## config.mk

```make
export PLATFORM = sky130hd
export DESIGN_NAME = mem_port_arbiter
export DESIGN_NICKNAME = d
export VERILOG_FILES = /design/src/rtl/mem_port_arbiter.sv
export SDC_FILE = /design/constraint.sdc
export NUM_CORES = 1
export LEC_CHECK = 0
export ABC_CLOCK_PERIOD_IN_PS = 2090
export BUFFER_PORTS_ARGS = -buffer_cell sky130_fd_sc_hd__buf_4
export CORE_MARGIN = 2
export CORE_UTILIZATION = 40
export CTS_CLUSTER_DIAMETER = 50
export DETAILED_ROUTE_END_ITERATION = 8
export PLACE_DENSITY = 0.77
export REMOVE_ABC_BUFFERS = 1
export SETUP_SLACK_MARGIN = 0.05
export SLEW_MARGIN = 20
export SYNTH_ARGS = -nofsm -noshare
export SYNTH_HDL_FRONTEND = slang
export SYNTH_SLANG_ARGS = --single-unit
export TNS_END_PERCENT = 50
```

## constraint.sdc

```tcl
create_clock -name CLK -period 2.09 [get_ports CLK]
set_clock_uncertainty 0.1 [all_clocks]
set_input_delay 0.1045 -clock CLK [delete_from_list [all_inputs] [get_ports CLK]]
set_output_delay 0.1045 -clock CLK [all_outputs]
set_load 0.01 [all_outputs]
```

## src/rtl/mem_port_arbiter.sv

```systemverilog
// Shares one memory port between instruction fetch (I) and data access (D), fixed D priority.
// Optional IF anti-starvation promotion is compiled in with `define ARB_FAIRNESS_EN.
module mem_port_arbiter #(
  parameter int ADDR_W       = 32,
  parameter int DATA_W       = 32,
  parameter int STARVE_LIMIT = 4
) (
  input  logic              CLK,
  input  logic              RESET,
  input  logic              I_READ,
  input  logic [ADDR_W-1:0] I_ADDRESS,
  output logic [DATA_W-1:0] I_READDATA,
  output logic              I_BUSYWAIT,
  input  logic              D_READ,
  input  logic              D_WRITE,
  input  logic [ADDR_W-1:0] D_ADDRESS,
  input  logic [DATA_W-1:0] D_WRITEDATA,
  output logic [DATA_W-1:0] D_READDATA,
  output logic              D_BUSYWAIT,
  output logic              MEM_READ,
  output logic              MEM_WRITE,
  output logic [ADDR_W-1:0] MEM_ADDRESS,
  output logic [DATA_W-1:0] MEM_WRITEDATA,
  input  logic [DATA_W-1:0] MEM_READDATA,
  input  logic              MEM_BUSYWAIT,
  output logic [1:0]        DBG_STATE     // 0 IDLE, 1 ISSUE, 2 WAIT, 3 DONE
);

  // Handshake: a requester holds READ/WRITE (and its address/data) high until its
  // BUSYWAIT falls; BUSYWAIT is low for exactly the DONE cycle of its own transaction.
  // Toward memory, strobes stay high from ISSUE until the WAIT cycle where
  // MEM_BUSYWAIT is low; that cycle's MEM_READDATA is the read result.
  typedef enum logic [1:0] {
    S_IDLE  = 2'd0,
    S_ISSUE = 2'd1,
    S_WAIT  = 2'd2,
    S_DONE  = 2'd3
  } state_t;

  localparam logic OWN_D = 1'b0;
  localparam logic OWN_I = 1'b1;

  if (STARVE_LIMIT < 1) begin : g_bad_limit
    $error("STARVE_LIMIT must be at least 1");
  end

  state_t            state_q, state_d;
  logic              owner_q, owner_d;
  logic              mem_read_q, mem_read_d;
  logic              mem_write_q, mem_write_d;
  logic [ADDR_W-1:0] mem_addr_q, mem_addr_d;
  logic [DATA_W-1:0] mem_wdata_q, mem_wdata_d;
  logic [DATA_W-1:0] i_rdata_q, i_rdata_d;
  logic [DATA_W-1:0] d_rdata_q, d_rdata_d;
  logic              d_req;
  logic              i_promoted;

`ifdef ARB_FAIRNESS_EN
  localparam int CNT_W = ($clog2(STARVE_LIMIT + 1) > 3) ? $clog2(STARVE_LIMIT + 1) : 3;
  logic [CNT_W-1:0] starve_q, starve_d;
  assign i_promoted = I_READ && (starve_q == CNT_W'(STARVE_LIMIT));
`else
  assign i_promoted = 1'b0;
`endif

  assign d_req = D_READ | D_WRITE;

  always_comb begin
    state_d     = state_q;
    owner_d     = owner_q;
    mem_read_d  = mem_read_q;
    mem_write_d = mem_write_q;
    mem_addr_d  = mem_addr_q;
    mem_wdata_d = mem_wdata_q;
    i_rdata_d   = i_rdata_q;
    d_rdata_d   = d_rdata_q;
`ifdef ARB_FAIRNESS_EN
    starve_d    = starve_q;
`endif
    case (state_q)
      S_IDLE: begin
        if (i_promoted || (!d_req && I_READ)) begin
          owner_d     = OWN_I;
          mem_read_d  = 1'b1;
          mem_write_d = 1'b0;
          mem_addr_d  = I_ADDRESS;
          state_d     = S_ISSUE;
`ifdef ARB_FAIRNESS_EN
          starve_d    = '0;
`endif
        end else if (d_req) begin
          // Both strobes high counts as a store.
          owner_d     = OWN_D;
          mem_read_d  = ~D_WRITE;
          mem_write_d = D_WRITE;
          mem_addr_d  = D_ADDRESS;
          mem_wdata_d = D_WRITEDATA;
          state_d     = S_ISSUE;
`ifdef ARB_FAIRNESS_EN
          if (I_READ && (starve_q != '1)) starve_d = starve_q + 1'b1;
`endif
        end
      end
      // Memory only raises MEM_BUSYWAIT a cycle after the strobe, so it is not looked at here.
      S_ISSUE: state_d = S_WAIT;
      S_WAIT: begin
        if (!MEM_BUSYWAIT) begin
          if (mem_read_q) begin
            if (owner_q == OWN_I) i_rdata_d = MEM_READDATA;
            else                  d_rdata_d = MEM_READDATA;
          end
          mem_read_d  = 1'b0;
          mem_write_d = 1'b0;
          state_d     = S_DONE;
        end
      end
      S_DONE:  state_d = S_IDLE;
      default: state_d = S_IDLE;
    endcase
  end

  always_ff @(posedge CLK) begin
    if (RESET) begin
      state_q     <= S_IDLE;
      owner_q     <= OWN_D;
      mem_read_q  <= 1'b0;
      mem_write_q <= 1'b0;
      mem_addr_q  <= '0;
      mem_wdata_q <= '0;
      i_rdata_q   <= '0;
      d_rdata_q   <= '0;
`ifdef ARB_FAIRNESS_EN
      starve_q    <= '0;
`endif
    end else begin
      state_q     <= state_d;
      owner_q     <= owner_d;
      mem_read_q  <= mem_read_d;
      mem_write_q <= mem_write_d;
      mem_addr_q  <= mem_addr_d;
      mem_wdata_q <= mem_wdata_d;
      i_rdata_q   <= i_rdata_d;
      d_rdata_q   <= d_rdata_d;
`ifdef ARB_FAIRNESS_EN
      starve_q    <= starve_d;
`endif
    end
  end

  assign I_BUSYWAIT    = I_READ & ~((state_q == S_DONE) && (owner_q == OWN_I));
  assign D_BUSYWAIT    = d_req  & ~((state_q == S_DONE) && (owner_q == OWN_D));
  assign I_READDATA    = i_rdata_q;
  assign D_READDATA    = d_rdata_q;
  assign MEM_READ      = mem_read_q;
  assign MEM_WRITE     = mem_write_q;
  assign MEM_ADDRESS   = mem_addr_q;
  assign MEM_WRITEDATA = mem_wdata_q;
  assign DBG_STATE     = state_q;

endmodule
```

# Yosys cells after proc, flatten, opt, wreduce, memory -nomap -nowiden
# Cells that the tools add are included.
# W data, S select, Z words.
[word_totals]
inputBits = 134
regBits = 133
word_cells = 50
[op_classes]
eq_ne = 5
reduce_logical = 13
n_bitwise = 9
n_mux = 15
[ops]
columns = ["cell", "n"]
rows = [
  ["$mux W32", 2],
  ["$pmux W2 S4", 1],
  ["$reduce_and A4 Y1", 2],
  ["$mux W1", 7],
  ["$mux W2", 3],
  ["$not A1 Y1", 6],
  ["$reduce_and A3 Y1", 2],
  ["$eq A2 B2 Y1 const B", 2],
  ["$pmux W1 S2", 2],
  ["$reduce_and A2 Y1", 2],
  ["$reduce_bool A2 Y1", 2],
  ["$logic_and A1 B1 Y1", 3],
  ["$ne A3 B3 Y1 const B", 1],
  ["$and A1 B1 Y1", 2],
  ["$eq A2 B1 Y1 const B", 1],
  ["$logic_not A2 Y1", 1],
  ["$ne A2 B2 Y1 const B", 1],
  ["$logic_not A1 Y1", 1],
  ["$or A1 B1 Y1", 1],
]

# Longest topological paths before layout
# Gate-level depths: netlist of the first run.
[logic_depth]
ltp_word = 5
depth_mapped = 7

# Least setup slack after synthesis of the first run
# OpenSTA, ideal clock, no wires.
[synth_path]
path_kind = "register -> register"
startpoint = "reg state_q[0] (netlist: DBG_STATE[0])"
endpoint = "reg mem_read_q (netlist: MEM_READ)"
required_time_ns = 1.889
path_slack_ns = 0.386
arrival_time_ns = 1.503
stages_incl_launch_ff = 6
path_buffers = 0
cell_sequence = "dfxtp_1 inv_1 ha_1 and2_2 or3_4 o41ai_1"
[synth_via]
elab_chain_len = 3
word_cells_on_any_way = 7
[synth_lines]
columns = ["item", "line_no", "text"]
rows = [
  ["start, declared", "47", "state_t state_q, state_d;"],
  ["start signal, assigned", "136", "state_q <= state_d;"],
  ["$eq A2 B2 Y1 or $logic_not A2 Y1 (tied branches)", "80", "case (state_q)"],
  ["$ne A2 B2 Y1 (no source line) (tied with other cells)", "n/a", ""],
  ["$reduce_and A3 Y1 (no source line)", "n/a", ""],
  ["end signal, assigned", "138", "mem_read_q <= mem_read_d;"],
  ["end, declared", "49", "logic mem_read_q, mem_read_d;"],
]
# Several ways; a longest one is shown, not always the timed one.
# A chain may end at the register's enable or synchronous reset.

# Final worst setup path of the first run
[layout_path]
startpoint = "in D_WRITE"
endpoint = "out D_BUSYWAIT"
[layout_via]
elab_chain_len = 2
[layout_lines]
columns = ["item", "line_no", "text"]
rows = [
  ["start, declared", "15", "input logic D_WRITE,"],
  ["$or A1 B1 Y1", "66", "assign d_req = D_READ | D_WRITE;"],
  ["$and A1 B1 Y1", "151", "assign D_BUSYWAIT = d_req & ~((state_q == S_DONE) && (owner_q == OWN_D));"],
  ["end, declared", "19", "output logic D_BUSYWAIT,"],
]
# No other way between the ends.

==> impl_metrics.py, run 1 <==
metrics = {
    "status": {
        "status": "completed",
    },
    "drt": {
        "firstDrtPassIters": 4,
        "drt_iter0_drc": 493,
        "routed_wl_microns": 19700,
        "num_vias": 6327,
        "viasPerCell": 5.148,
        "final_antenna_net_count": 0,
        "detail_route.wl_per_cell_microns": 16.03,
        "drc": 0,
    },
    "setup_path": {
        "cp.required_ns": 1.89,
        "worstSetupPathType": "in -> out",
        "slowest_stage": "dlygate4sd3_1",
        "path_cells": "dlygate4sd3_1 > buf_4 > nor2_2 > buf_12 > a21oi_1 > buf_4",
        "cp-end-kind": "output port",
        "critPathLaunchType": "input pin",
        "cp_max_fo": 26,
        "crit_arrival_ns": 1.67,
        "critPathMostFrequentCell": "buf_4",
        "slowest_delay_ns": 0.54,
        "crit_family": "buffers and inverters",
        "path_buf_inv": 4,
    },
    "min_path": {
        "hp-class": "in -> reg",
    },
    "power": {
        "share_seq_of_total_power_pct": 34.5,
        "power.density_mw_per_mm2": 1003,
        "p_sw_mw": 2.869,
        "p_total_mw": 9.379,
        "pwr-share-comb_pct": 30.3,
        "p_clk_share_pct": 35.2,
        "p_leak_nw": 3.954,
        "switching_share_pct": 30.59,
        "p_int_mw": 6.510,
        "vdd_drop_max_mv": 0.6042,
    },
    "cts": {
        "cts_tree": "done",
        "post_cts_buffers": 0,
        "cts.htree.levels": 4,
        "numCtsBuffers": 17,
        "cts_buffer_depth": 2,
        "cts.clk_slew.worst_paths_ns": 0.06,
        "root_buffer": "clkbuf_16",
        "insertion_delay_ns": 0.41,
        "cts.sinks": 133,
    },
    "synth": {
        "ys_seq_area_share_pct": 50.43,
        "synth_top_family_by_area": "simple AND/OR/NAND/NOR gates",
        "syn-instance-count": 672,
        "ys_ff_latch": 133,
        "syn-cell-area_sq_mm": 0.005280,
        "synth_cell_types": 30,
        "synth_xor_area_share_pct": 0,
        "synthAdderAreaFrac_pct": 0.7109,
        "yosysWarnings": 0,
        "synth.mux.area_fraction_pct": 0,
        "syn_area_per_cell_sq_um": 7.857,
        "synthSimpleGateAreaFrac_pct": 29.55,
        "synth_compound_area_share_pct": 13.86,
    },
    "sta": {
        "slew_headroom_pct": 55.98,
        "rsz0062_at_grt": "false",
        "finalHoldViolCount": 0,
        "fin_setup_tns_ns": 0,
        "slew_viol_final": 0,
        "worst_pin_slew_ns": 0.6603,
        "min_period_ns": 1.871,
        "setup_viol": 0,
        "max_freq_mhz": 534.4,
        "finalCritPeriodShare_pct": 89.54,
    },
    "floorplan": {
        "die_w_microns": 118.9,
        "die-area_sq_mm": 0.01413,
        "ios": 268,
        "start_util_pct": 41.34,
        "rows": 41,
        "fp.coreArea_sq_mm": 0.01277,
        "die_h_microns": 118.9,
    },
    "global_routing": {
        "grt_pass1_vias": 6411,
        "grt_pass1_wl_microns": 31800,
        "grt_usage_pct": 27.80,
        "grt.overflow.total": 0,
        "grt_start_max_net_pins": 53,
        "antenna_found_initial": 0,
    },
    "cells_and_area": {
        "finalNetCount": 1182,
        "stdcell_count": 1229,
        "area_growth_pct": 77.09,
        "utilization_pct": 73.20,
        "final_area_sq_mm": 0.009350,
        "insertedDiodeCount": 0,
        "fillCellCount": 905,
        "drive_above_1_share_pct": 30.46,
    },
    "placement": {
        "dp_hpwl_microns": 11420,
        "io_buffers": 267,
        "placed_area_sq_mm": 0.007406,
        "place_congestion": 0.8260,
        "dpl.cell_count": 1069,
    },
    "flow_run": {
        "cap_violations": 0,
    },
}
[path summary, 6_finish.rpt]
check / start / endpoint / slack (ns) / depth (start not counted)
setup reg to reg: DBG_STATE[0]$_SDFFE_PP0P_ / MEM_ADDRESS[13]$_SDFFE_PP0P_ / 0.27 / 5
setup / recovery: D_WRITE / D_BUSYWAIT / 0.22 / 6
hold / removal: D_ADDRESS[1] / MEM_ADDRESS[1]$_SDFFE_PP0P_ / 0.03 / 3
hold reg to reg: MEM_WRITEDATA[2]$_SDFFE_PP0P_ / MEM_WRITEDATA[2]$_SDFFE_PP0P_ / 0.35 / 2
[stage by stage]
step           hold WS (ns)  setup WS [ns]
2_1_floorplan       0.07357        -0.7881
3_3_place_gp         0.2516         0.3427
3_5_place_dp         0.2589         0.3106
4_1_cts            0.008681         0.2497
5_1_grt             0.03791         0.1597
6_report            0.02697         0.2187
[power groups by stage]
stage	registers (mW)	logic (mW)	clock network [mW]
detailed placement	3.26	2.57	0
global route	3.29	3.08	3.47
CTS	3.22	2.78	3.35
global placement	3.25	2.54	0
finish	3.24	2.84	3.30
floorplan	3.42	1.08	0
[layout by cell type (no fill, tap or decap), types with 2 or more instances in the layout]
cell type,netlist,routed
a21oi_1,99,99
buf_12,0,4
buf_4,1,278
bufinv_16,0,5
clkbuf_16,0,17
clkbuf_8,0,2
clkinvlp_4,0,2
dfxtp_1,133,133
dlygate4sd3_1,0,129
ha_1,3,2
inv_1,6,6
inv_6,0,2
nand2_1,192,192
nand4bb_1,2,2
nor2_1,34,33
nor3_1,33,33
nor3b_1,32,32
nor4_1,30,30
nor4_2,2,2
o21ai_0,30,30
o21ai_1,4,3
o311ai_0,2,2
o41ai_1,3,3
[layer usage]
layer	vias up	wire (microns)	share of wire, %	track usage (%)
met5	-	0	0	0
met4	0	801	4.1	15.25
met3	70	1363	6.9	6.370
met2	311	9968	51	48.13
met1	2923	7564	38	31.56
li1	3023	-	-	-
[layout make-up]
cell class	instances	area [sq um]	share of cell area [%]
repair buffers	411	3458	36.99
clock inverters	11	196.4	2.101
inverters	6	22.52	0.2409
flip-flops and latches	133	2663	28.48
multi-input cells	476	2338	25.01
clock buffers	20	456.7	4.884
well taps	172	215.2	2.302
[Yosys cell counts]
master,number,share of area (%)
a21boi_0,1,0.14
a21oi_1,99,9.4
and2_2,1,0.14
and4b_1,1,0.19
and4bb_2,1,0.24
buf_1,3,0.21
buf_2,20,1.9
buf_4,1,0.14
buf_6,3,0.64
clkbuf_1,30,2.1
dfxtp_1,133,50
ha_1,3,0.71
inv_1,6,0.43
nand2_1,192,14
nand4b_1,1,0.17
nand4bb_1,2,0.43
nor2_1,34,2.4
nor3_1,33,3.1
nor3b_1,32,4.5
nor4_1,30,3.6
nor4_2,2,0.47
nor4b_2,1,0.28
o211ai_1,1,0.14
o21a_1,1,0.14
o21ai_0,30,2.8
o21ai_1,4,0.38
o311ai_0,2,0.33
o41ai_1,3,0.50
or2_2,1,0.12
or3_4,1,0.21
[registers in the layout, indices dropped and copies added, names as in the netlist]
| name | count |
|---|---|
| owner_q | 1 |
| MEM_WRITEDATA | 32 |
| D_READDATA | 32 |
| MEM_ADDRESS | 32 |
| I_READDATA | 32 |
| DBG_STATE | 2 |
| MEM_WRITE | 1 |
| MEM_READ | 1 |
[kinds of logic after synthesis]
family,count (synthesis)
simple gates,332
compound gates,141
flops,133
buf+inv,63
fa+ha+maj,3
[timing repair]
action | 4_1_cts | 5_1_grt
gates resized for setup | 0 | 0
endpoints found under the hold margin | 131 | 0
hold buffers | 129 | 0
[worst register-to-register path: cells and delay by family, from the launching register on]
kind | cells | cell delay [ns]
adder cells (fa/ha/maj) | 1 | 0.26
AND/OR/NAND/NOR | 1 | 0.40
AO/OA/AOI/OAI | 1 | 0.17
flip-flops | 1 | 0.34
buffers and inverters | 2 | 0.44
Power figures use the tool's default switching activity.
==> inputs of run 2 (changes only) <==
--- a/config.mk
+++ b/config.mk
@@ -7,7 +7,7 @@
 export LEC_CHECK = 0
 export ABC_CLOCK_PERIOD_IN_PS = 2090
 export BUFFER_PORTS_ARGS = -buffer_cell sky130_fd_sc_hd__buf_4
-export CORE_MARGIN = 2
+export CORE_MARGIN = 5
 export CORE_UTILIZATION = 40
 export CTS_CLUSTER_DIAMETER = 50
 export DETAILED_ROUTE_END_ITERATION = 8
==> impl_metrics.py, run 2 (synthesized netlist as in run 1, its figures left out) <==
metrics = {
    "status": {
        "status": "completed",
    },
    "cells_and_area": {
        "drive_above_1_share_pct": 30.18,
        "fillCellCount": 926,
        "finalNetCount": 1182,
        "area_growth_pct": 76.82,
        "final_cell_mix": "274 x buf_4, 192 x nand2_1, 133 x dfxtp_1",
        "final_common_cell": "buf_4",
        "utilization_pct": 71.35,
        "stdcell_count": 1235,
    },
    "drt": {
        "routed_wl_microns": 21030,
        "drt_iter0_drc": 507,
        "final_antenna_net_count": 0,
        "firstDrtPassIters": 5,
        "num_vias": 6421,
        "detail_route.wl_per_cell_microns": 17.02,
        "viasPerCell": 5.199,
        "drc": 0,
    },
    "setup_path": {
        "cp-end-kind": "flop",
        "critPathLaunchType": "flop",
        "worstSetupPathType": "reg -> reg",
        "crit_arrival_ns": 2.03,
        "cp.required_ns": 2.29,
        "path_cells": "inv_1 > ha_2 > nand4bb_1 > buf_4 > nor2_1 > nor4_1",
        "reg2regPathDepth": 6,
        "slowest_delay_ns": 0.40,
        "path_buf_inv": 2,
        "cp_max_fo": 32,
        "rrSetupSlack_ns": 0.26,
        "r2r_start": "DBG_STATE[1]$_SDFFE_PP0P_",
        "slowest_stage": "dfxtp_1",
        "crit_family": "simple AND/OR/NAND/NOR gates",
        "r2r_end": "MEM_ADDRESS[19]$_SDFFE_PP0P_",
    },
    "placement": {
        "dp_hpwl_microns": 12090,
        "dp_slack_ns": 0.2756,
        "io_buffers": 267,
        "dpl.cell_count": 1070,
        "place_congestion": 0.8081,
    },
    "cts": {
        "cts_buffer_depth": 2,
        "cts.sinks": 133,
        "cts.htree.levels": 4,
        "cts_tree": "done",
        "cts.clk_slew.worst_paths_ns": 0.06,
        "insertion_delay_ns": 0.41,
        "root_buffer": "clkbuf_16",
        "numCtsBuffers": 17,
    },
    "power": {
        "vdd_drop_max_mv": 0.7308,
        "p_leak_nw": 3.933,
        "p_total_mw": 9.171,
        "power.density_mw_per_mm2": 982.3,
    },
    "floorplan": {
        "fp.coreArea_sq_mm": 0.01309,
        "start_util_pct": 40.35,
        "die_w_microns": 124.9,
        "ios": 268,
        "die-area_sq_mm": 0.01560,
        "rows": 42,
        "die_h_microns": 124.9,
    },
    "sta": {
        "min_period_ns": 1.831,
        "finalWorstSetupSlack_ns": 0.2589,
        "finalCritPeriodShare_pct": 87.61,
        "fin_setup_tns_ns": 0,
        "setup_viol": 0,
        "max_freq_mhz": 546.1,
        "slew_viol_final": 0,
        "slew_headroom_pct": 52.60,
        "worst_pin_slew_ns": 0.7110,
        "rsz0062_at_grt": "false",
        "finalHoldViolCount": 0,
    },
    "min_path": {
        "hp-start": "D_READ",
        "hp-class": "in -> reg",
        "whs_endpoint": "DBG_STATE[0]$_SDFFE_PP0P_",
        "hold_depth": 4,
    },
    "global_routing": {
        "grt_pass1_wl_microns": 33480,
        "grt_usage_pct": 26.32,
        "grt_start_max_net_pins": 102,
        "grt_pass1_vias": 6525,
        "antenna_found_initial": 2,
        "grt.overflow.total": 0,
    },
    "flow_run": {
        "cap_violations": 0,
    },
}
## run 2: tightest hold or removal path, cell delays in order
cell	delay (ns)
buf_4	0.13
nor4b_2	0.08
o21ai_0	0.17
a21oi_1	0.07
## run 2: area by class of cell
type | count | area (sq um) | share of cell area (%)
Timing Repair Buffer | 411 | 3470 | 37.16
Sequential cell | 133 | 2663 | 28.52
Multi-Input combinational cell | 476 | 2338 | 25.05
Clock buffer | 21 | 470.5 | 5.039
Tap cell | 176 | 220.2 | 2.359
Clock inverter | 10 | 147.6 | 1.581
Inverter | 6 | 22.52 | 0.2412
Antenna cell | 2 | 5.005 | 0.05360
## run 2: power by group
group / switching [mW] / internal (mW) / total (mW) / leakage [nW]
combinational: 1.46 / 1.37 / 2.82 / 2.56
clock: 1.13 / 1.97 / 3.10 / 0.292
sequential: 0.302 / 2.95 / 3.25 / 1.09
## run 2: metal layers
layer,GRT usage [%],routed length [microns],share of wire [%],up-vias
li1,-,-,-,3022
met1,28.56,7810,37,2983
met2,45.36,10540,50,338
met3,8.748,1701,8.1,78
met4,14.03,968,4.6,0
met5,0,0,0,-
## run 2: worst max path at each step
stage                     cells after the start  slack (ns)                      start                      endpoint
after global routing                          6        0.15  DBG_STATE[1]$_SDFFE_PP0P_  MEM_ADDRESS[13]$_SDFFE_PP0P_
after floorplan                               5       -0.79  DBG_STATE[0]$_SDFFE_PP0P_  MEM_ADDRESS[15]$_SDFFE_PP0P_
after global placement                        5        0.36  DBG_STATE[0]$_SDFFE_PP0P_         MEM_READ$_SDFFE_PP0P_
final                                         6        0.26  DBG_STATE[1]$_SDFFE_PP0P_  MEM_ADDRESS[19]$_SDFFE_PP0P_
after detailed placement                      5        0.28  DBG_STATE[0]$_SDFFE_PP0P_        MEM_WRITE$_SDFFE_PP0P_
after CTS                                     5        0.30  DBG_STATE[0]$_SDFFE_PP0P_        MEM_WRITE$_SDFFE_PP0P_
## run 2: what timing repair did
action,in CTS,in global routing
buffers inserted,0,0
endpoints found under the setup margin,0,1
resized for setup,0,1
hold buffers,132,0
endpoints found under the hold margin,132,0
## run 2: through the flow
| step | area, sq um | hold slack (ns) |
|---|---|---|
| after floorplan | 5015 | 0.07357 |
| after global placement | 7388 | 0.2497 |
| after detailed placement | 7388 | 0.2595 |
| after CTS | 9328 | 0.06441 |
| after global routing | 9336 | 0.08589 |
| final | 9336 | 0.09269 |
